### config.mk
export PLATFORM = sky130hd
export DESIGN_NAME = nibbler_fetch_decode
export DESIGN_NICKNAME = d
export VERILOG_FILES = /design/src/rtl/nibbler_fetch_decode.sv
export SDC_FILE = /design/constraint.sdc
export NUM_CORES = 1
export LEC_CHECK = 0
export CAP_MARGIN = 20
export CORE_MARGIN = 5
export CORE_UTILIZATION = 25
export CTS_CLUSTER_SIZE = 25
export DETAILED_ROUTE_END_ITERATION = 16
export SLEW_MARGIN = 40
export SYNTH_ARGS = -nofsm -noshare
export SYNTH_HDL_FRONTEND = slang
export SYNTH_SLANG_ARGS = --single-unit
export TNS_END_PERCENT = 50
### constraint.sdc
create_clock -name clk_i -period 5.6 [get_ports clk_i]
set_clock_uncertainty 0.2 [all_clocks]
set_input_delay 1.68 -clock clk_i [delete_from_list [all_inputs] [get_ports clk_i]]
set_output_delay 1.68 -clock clk_i [all_outputs]
set_load 0.02 [all_outputs]
### src/rtl/nibbler_fetch_decode.sv
// nibbler_fetch_decode
//   Fetch/decode control stage of the Nibbler 4-bit CPU. It holds the 12-bit
//   program counter and the 8-bit instruction register, and alternates between
//   two phases for every instruction:
//   - FETCH: latch the instruction byte.
//   - EXEC: decode it and drive the ALU controls and the write strobes, or
//     resolve a jump.
//   An HLT instruction parks the block in HALT. Only reset leaves HALT.
//
// Ports
//   clk_i          system clock, rising edge
//   reset_i        synchronous active-high reset
//   instr_data_i   ROM read data (combinational from rom_addr_o)
//   carry_flag_i   registered carry flag
//   zero_flag_i    registered zero flag
//   rom_addr_o     ROM address (= PC)
//   alu_func_o     74181 S3..S0
//   alu_mode_o     74181 M (1 = logic)
//   alu_cin_o      74181 Cn, low-true (1 = no carry)
//   imm_out_o      immediate nibble to the ALU B port
//   acc_we_o       accumulator write enable
//   flag_we_o      carry/zero flag write enable
//   out_we_o       output-port write strobe
//   phase_o        0 = FETCH, 1 = EXEC
//   halted_o       high in HALT
//
// state | meaning
// FETCH | latch IR from ROM, PC <= PC+1
// EXEC  | decode IR, strobe enables, resolve jumps
// HALT  | frozen until reset
module nibbler_fetch_decode #(
  parameter logic [11:0] RESET_VECTOR = 12'h000
) (
  input  logic        clk_i,
  input  logic        reset_i,
  input  logic [7:0]  instr_data_i,
  input  logic        carry_flag_i,
  input  logic        zero_flag_i,
  output logic [11:0] rom_addr_o,
  output logic [3:0]  alu_func_o,
  output logic        alu_mode_o,
  output logic        alu_cin_o,
  output logic [3:0]  imm_out_o,
  output logic        acc_we_o,
  output logic        flag_we_o,
  output logic        out_we_o,
  output logic        phase_o,
  output logic        halted_o
);

  typedef enum logic [1:0] {
    ST_FETCH = 2'd0,
    ST_EXEC  = 2'd1,
    ST_HALT  = 2'd2
  } state_e;

  localparam logic [3:0] OP_LDI   = 4'h1;
  localparam logic [3:0] OP_ADDI  = 4'h2;
  localparam logic [3:0] OP_SUBI  = 4'h3;
  localparam logic [3:0] OP_NANDI = 4'h4;
  localparam logic [3:0] OP_CMPI  = 4'h5;
  localparam logic [3:0] OP_JMP   = 4'h6;
  localparam logic [3:0] OP_JC    = 4'h7;
  localparam logic [3:0] OP_JZ    = 4'h8;
  localparam logic [3:0] OP_OUT   = 4'h9;
  localparam logic [3:0] OP_HLT   = 4'hF;

  state_e      state_q, state_d;
  logic [11:0] pc_q, pc_d;
  logic [7:0]  ir_q, ir_d;

  logic [3:0]  opcode;
  logic [3:0]  imm;
  logic [11:0] pc_inc;
  logic [11:0] jump_target;

  assign opcode      = ir_q[7:4];
  assign imm         = ir_q[3:0];
  assign pc_inc      = pc_q + 12'd1;  // 12-bit wrap is intentional
  // During EXEC the PC already points at the jump's second byte.
  assign jump_target = {imm, instr_data_i};

  always_comb begin
    state_d = state_q;
    pc_d    = pc_q;
    ir_d    = ir_q;
    case (state_q)
      ST_FETCH: begin
        ir_d    = instr_data_i;
        pc_d    = pc_inc;
        state_d = ST_EXEC;
      end
      ST_EXEC: begin
        state_d = ST_FETCH;
        case (opcode)
          OP_JMP:  pc_d = jump_target;
          // A jump that is not taken still has to step over its second byte.
          OP_JC:   pc_d = carry_flag_i ? jump_target : pc_inc;
          OP_JZ:   pc_d = zero_flag_i ? jump_target : pc_inc;
          OP_HLT:  state_d = ST_HALT;
          default: ;
        endcase
      end
      ST_HALT: ;
      default: state_d = ST_FETCH;
    endcase
  end

  always_ff @(posedge clk_i) begin
    if (reset_i) begin
      state_q <= ST_FETCH;
      pc_q    <= RESET_VECTOR;
      ir_q    <= 8'h00;
    end else begin
      state_q <= state_d;
      pc_q    <= pc_d;
      ir_q    <= ir_d;
    end
  end

  // The decode depends only on registered state and IR, so the outputs are
  // steady for the whole cycle. Outside EXEC they stay at the ALU idle values.
  always_comb begin
    alu_func_o = 4'b0000;
    alu_mode_o = 1'b0;
    alu_cin_o  = 1'b1;
    imm_out_o  = 4'h0;
    acc_we_o   = 1'b0;
    flag_we_o  = 1'b0;
    out_we_o   = 1'b0;
    if (state_q == ST_EXEC) begin
      case (opcode)
        OP_LDI: begin
          alu_func_o = 4'b1010;
          alu_mode_o = 1'b1;
          imm_out_o  = imm;
          acc_we_o   = 1'b1;
          flag_we_o  = 1'b1;
        end
        OP_ADDI: begin
          alu_func_o = 4'b1001;
          imm_out_o  = imm;
          acc_we_o   = 1'b1;
          flag_we_o  = 1'b1;
        end
        OP_SUBI: begin
          alu_func_o = 4'b0110;
          alu_cin_o  = 1'b0;
          imm_out_o  = imm;
          acc_we_o   = 1'b1;
          flag_we_o  = 1'b1;
        end
        OP_NANDI: begin
          alu_func_o = 4'b0100;
          alu_mode_o = 1'b1;
          imm_out_o  = imm;
          acc_we_o   = 1'b1;
          flag_we_o  = 1'b1;
        end
        OP_CMPI: begin
          alu_func_o = 4'b0110;
          alu_cin_o  = 1'b0;
          imm_out_o  = imm;
          flag_we_o  = 1'b1;
        end
        OP_OUT:  out_we_o = 1'b1;
        default: ;
      endcase
    end
  end

  assign rom_addr_o = pc_q;
  assign phase_o    = (state_q == ST_EXEC);
  assign halted_o   = (state_q == ST_HALT);

endmodule
==> impl_metrics.prom <==
# TYPE chip_impl_metric gauge
chip_impl_metric{name="share_of_synthesized_registers_carrying_an_async_set_or_reset",unit=""} 0
chip_impl_info{name="cp_common_cell",value="sky130_fd_sc_hd__nand2b_1"} 1
chip_impl_metric{name="first_global_vias",unit=""} 1310
chip_impl_metric{name="final_wirelength",unit="um"} 4060
chip_impl_metric{name="worstSkewPairLatency",unit="ns"} 0.26
chip_impl_metric{name="cts_made_buffers",unit=""} 3
chip_impl_metric{name="max-slew-margin-rel",unit=""} 0.447
chip_impl_metric{name="overflow",unit=""} 0
chip_impl_metric{name="detailedPlace.worstSlack",unit="ns"} 1.09
chip_impl_metric{name="cellLeakagePower",unit="nW"} 0.596
chip_impl_metric{name="htree_num_levels",unit=""} 1
chip_impl_metric{name="layout_setup_ws",unit="ns"} 0.892
chip_impl_info{name="synth.most_common_cell",value="sky130_fd_sc_hd__dfxtp_1"} 1
chip_impl_metric{name="data_arrival_at_the_endpoint_of_the_critical_path",unit="ns"} 2.83
chip_impl_info{name="synth.top_cells.by_area",value="sky130_fd_sc_hd__dfxtp_1 (33%), sky130_fd_sc_hd__a21oi_1 (7.4%), sky130_fd_sc_hd__nand2_1 (5.3%)"} 1
chip_impl_metric{name="final_area",unit="um2"} 1800
chip_impl_metric{name="drtPass1Iterations",unit=""} 4
chip_impl_metric{name="final.fill_count",unit=""} 561
chip_impl_metric{name="drt_iter0_markers",unit=""} 135
chip_impl_info{name="synth_top_cells_by_count",value="sky130_fd_sc_hd__dfxtp_1 (22), sky130_fd_sc_hd__a21oi_1 (20), sky130_fd_sc_hd__nand2_1 (19)"} 1
chip_impl_metric{name="drive_above_1_share",unit=""} 0.0583
chip_impl_info{name="clock_tree.root_cell",value="sky130_fd_sc_hd__clkbuf_8"} 1
chip_impl_metric{name="post_cts_hold_buffer_count",unit=""} 0
chip_impl_metric{name="initial_core_util",unit=""} 0.262
chip_impl_metric{name="synth_warnings",unit=""} 0
chip_impl_metric{name="route.detailed.wl_per_inst",unit="um"} 14.7
chip_impl_metric{name="mappedNetlistArea",unit="um2"} 1350
chip_impl_metric{name="layout.area.seq",unit="um2"} 440
chip_impl_info{name="timing.critical_path.from_type",value="register"} 1
chip_impl_metric{name="nNetsFinal",unit=""} 221
chip_impl_metric{name="cp_data_required_time",unit="ns"} 3.72
chip_impl_info{name="cts_tree",value="built"} 1
chip_impl_metric{name="synthCells",unit=""} 176
chip_impl_metric{name="power.clock.fraction",unit=""} 0.258
chip_impl_info{name="synth-main-ff-cell",value="sky130_fd_sc_hd__dfxtp_1"} 1
chip_impl_metric{name="totalNegativeSetupSlack",unit="ns"} 0
chip_impl_metric{name="ir_worst_vdd",unit="mV"} 0.126
chip_impl_metric{name="die_height",unit="um"} 83.6
chip_impl_metric{name="mappedNetlistNets",unit=""} 189
chip_impl_metric{name="multiInputGateArea",unit="um2"} 821
chip_impl_metric{name="routabilityCongestion",unit=""} 0.820
chip_impl_info{name="crit_chain",value="nand2b_1 -> inv_1 -> nand2b_1 -> a211oi_1 -> and2_1 -> clkdlybuf4s50_1"} 1
chip_impl_metric{name="global_route_wire_length_before_repair",unit="um"} 6840
chip_impl_info{name="grt_setup_unrepaired",value="no"} 1
chip_impl_metric{name="numPortBuffers",unit=""} 38
chip_impl_metric{name="synth_cell_type_count",unit=""} 51
chip_impl_metric{name="floorplan.rows",unit=""} 26
chip_impl_metric{name="timing.final.crit_period",unit="ns"} 4.71
chip_impl_metric{name="power_frac_comb",unit=""} 0.258
chip_impl_metric{name="synth_edf_count",unit=""} 0
chip_impl_metric{name="max_clk_rate",unit="MHz"} 212
chip_impl_info{name="endpoint_kind",value="output pin"} 1
chip_impl_metric{name="clock_sinks",unit=""} 22
chip_impl_metric{name="hold_viol",unit=""} 0
chip_impl_metric{name="post-dp-hpwl",unit="um"} 3020
chip_impl_metric{name="p_switching",unit="mW"} 0.121
chip_impl_metric{name="core-area",unit="um2"} 5170
chip_impl_metric{name="maxSlewViolCount",unit=""} 0
chip_impl_metric{name="antenna_found_initial",unit=""} 0
chip_impl_metric{name="floorplan.die.width",unit="um"} 83.6
chip_impl_metric{name="placed_cell_area",unit="um2"} 1760
chip_impl_metric{name="power.density_cell_area",unit="nW/um2"} 212
chip_impl_info{name="crit_type",value="register to output pin"} 1
chip_impl_metric{name="track_usage",unit=""} 0.117
chip_impl_metric{name="area.growth.synth_to_final",unit="%"} 33.3
chip_impl_info{name="outcome",value="completed"} 1
chip_impl_metric{name="worst-path-max-fanout",unit=""} 14
chip_impl_metric{name="netlist.area_leader.share",unit=""} 0.325
chip_impl_metric{name="final_min_period_over_clock_period",unit=""} 0.841
chip_impl_metric{name="sequential_fraction_of_design_power",unit=""} 0.485
chip_impl_metric{name="boundaryPins",unit=""} 39
chip_impl_metric{name="p_int",unit="mW"} 0.261
chip_impl_metric{name="post-cts-setup-buffers",unit=""} 0
chip_impl_metric{name="cp_slowest_stage_delay",unit="ns"} 0.61
chip_impl_metric{name="clk_transition_reported_paths",unit="ns"} 0.08
chip_impl_metric{name="syn_area_per_cell",unit="um2"} 7.69
chip_impl_metric{name="seq_total_area_yosys",unit=""} 0.325
chip_impl_info{name="holdCritPathClass",value="register to register"} 1
chip_impl_metric{name="drt-vias-per-instance",unit=""} 5.14
chip_impl_info{name="cp_slowest_cell",value="sky130_fd_sc_hd__clkdlybuf4s50_1"} 1
chip_impl_metric{name="ant_nets",unit=""} 0
chip_impl_metric{name="drc_errors",unit=""} 0
chip_impl_metric{name="max_cap_violations",unit=""} 0
chip_impl_metric{name="setup_viol_count_final",unit=""} 0
chip_impl_metric{name="total_power",unit="mW"} 0.383
chip_impl_metric{name="vias",unit=""} 1419
chip_impl_metric{name="count_of_inserted_antenna_diode_cells",unit=""} 0
chip_impl_metric{name="power.switching_fraction",unit=""} 0.317
chip_impl_metric{name="dieArea",unit="um2"} 6990
chip_impl_metric{name="maximum_number_of_pins_on_one_net_before_global_route_repair",unit=""} 22
chip_impl_metric{name="tightest_pin_transition",unit="ns"} 0.828
chip_impl_metric{name="clock_tree.buffer_depth",unit=""} 2
chip_impl_metric{name="cts-resized-gates",unit=""} 0
chip_impl_info{name="synth_area_leader_cell",value="sky130_fd_sc_hd__dfxtp_1"} 1
chip_impl_metric{name="ys_ff_latch",unit=""} 22
==> per-stage QoR <==
| step | util | hold WS [ns] | std cells |
|---|---|---|---|
| 2_1_floorplan | - | 0.262 | 176 |
| 3_3_place_gp | 0.341 | 0.315 | 273 |
| 3_5_place_dp | 0.341 | 0.301 | 273 |
| 4_1_cts | 0.349 | 0.312 | 276 |
| 5_1_grt | 0.349 | 0.328 | 276 |
| 6_report | 0.349 | 0.312 | 276 |
==> sequential cells by signal, summed over array words and instances, names as in the netlist <==
register / flops
rom_addr_o: 12
state_q: 2
ir_q: 8
==> routing by layer <==
metal,vias up,track usage,part of all wire
li1,715,-,-
met1,673,0.160,0.47
met2,29,0.189,0.48
met3,2,0.0296,0.041
met4,0,0.0175,0.0047
met5,-,0,0
==> power by group through the flow <==
| stage | Sequential (mW) | Clock [mW] | Combinational, mW |
|---|---|---|---|
| finish | 0.185 | 0.0987 | 0.0985 |
| global route | 0.188 | 0.110 | 0.108 |
| CTS | 0.185 | 0.103 | 0.0989 |
| detailed placement | 0.189 | 0 | 0.0984 |
| global placement | 0.189 | 0 | 0.0980 |
| floorplan | 0.189 | 0 | 0.0581 |
==> final timing paths <==
| path | slack (ns) | cells past startpoint | to | start |
|---|---|---|---|---|
| worst max-delay path | 0.89 | 6 | imm_out_o[1] | state_q[0]$_SDFFE_PP0N_ |
| worst min-delay path | 0.31 | 2 | ir_q[2]$_SDFFE_PP0P_ | ir_q[2]$_SDFFE_PP0P_ |
| worst max register to register | 3.14 | 6 | rom_addr_o[5]$_SDFFE_PP0P_ | ir_q[5]$_SDFFE_PP0P_ |
| worst min register to register | 0.31 | 2 | ir_q[2]$_SDFFE_PP0P_ | ir_q[2]$_SDFFE_PP0P_ |
==> placed cells by master (no fill, tap or decap), types with 3 or more instances in the layout <==
master                            synthesis  layout
sky130_fd_sc_hd__o21ai_1                  3       3
sky130_fd_sc_hd__and2_1                   4       4
sky130_fd_sc_hd__nand3_1                  4       4
sky130_fd_sc_hd__nand2_1                 19      19
sky130_fd_sc_hd__dfxtp_1                 22      22
sky130_fd_sc_hd__nor3_1                  12      12
sky130_fd_sc_hd__a21oi_1                 20      20
sky130_fd_sc_hd__o32ai_1                  3       3
sky130_fd_sc_hd__inv_1                    7       7
sky130_fd_sc_hd__nor2_1                  11      11
sky130_fd_sc_hd__clkdlybuf4s50_1          0      38
sky130_fd_sc_hd__o21ai_0                 11      11
sky130_fd_sc_hd__clkbuf_8                 0       3
sky130_fd_sc_hd__nand3b_1                 3       3
==> layout make-up <==
cell class	count	share of cell area
clock buffer	3	0.0229
inverter	7	0.0146
timing repair buffer	39	0.215
tap	70	0.0485
multi-input combinational	135	0.455
sequential	22	0.244
==> critical path: cells and delay by family, from the launching register on <==
family | cells | cell delay [ns]
AO/OA/AOI/OAI | 1 | 0.57
buffers and inverters | 2 | 0.81
flip-flops | 1 | 0.60
AND/OR/NAND/NOR | 3 | 0.60
==> cell families after synthesis <==
| kind of cell | after synthesis | share of synthesized area |
|---|---|---|
| and+or+nand+nor | 68 | 0.258 |
| AOI/OAI and AO/OA | 60 | 0.295 |
| DFF | 22 | 0.325 |
| buffers and inverters | 19 | 0.0684 |
| xor gates and xnor gates | 3 | 0.0194 |
| muxes | 3 | 0.0250 |
| adders and majority gates | 1 | 0.00924 |
No activity file was read; power rests on OpenSTA's default activity.
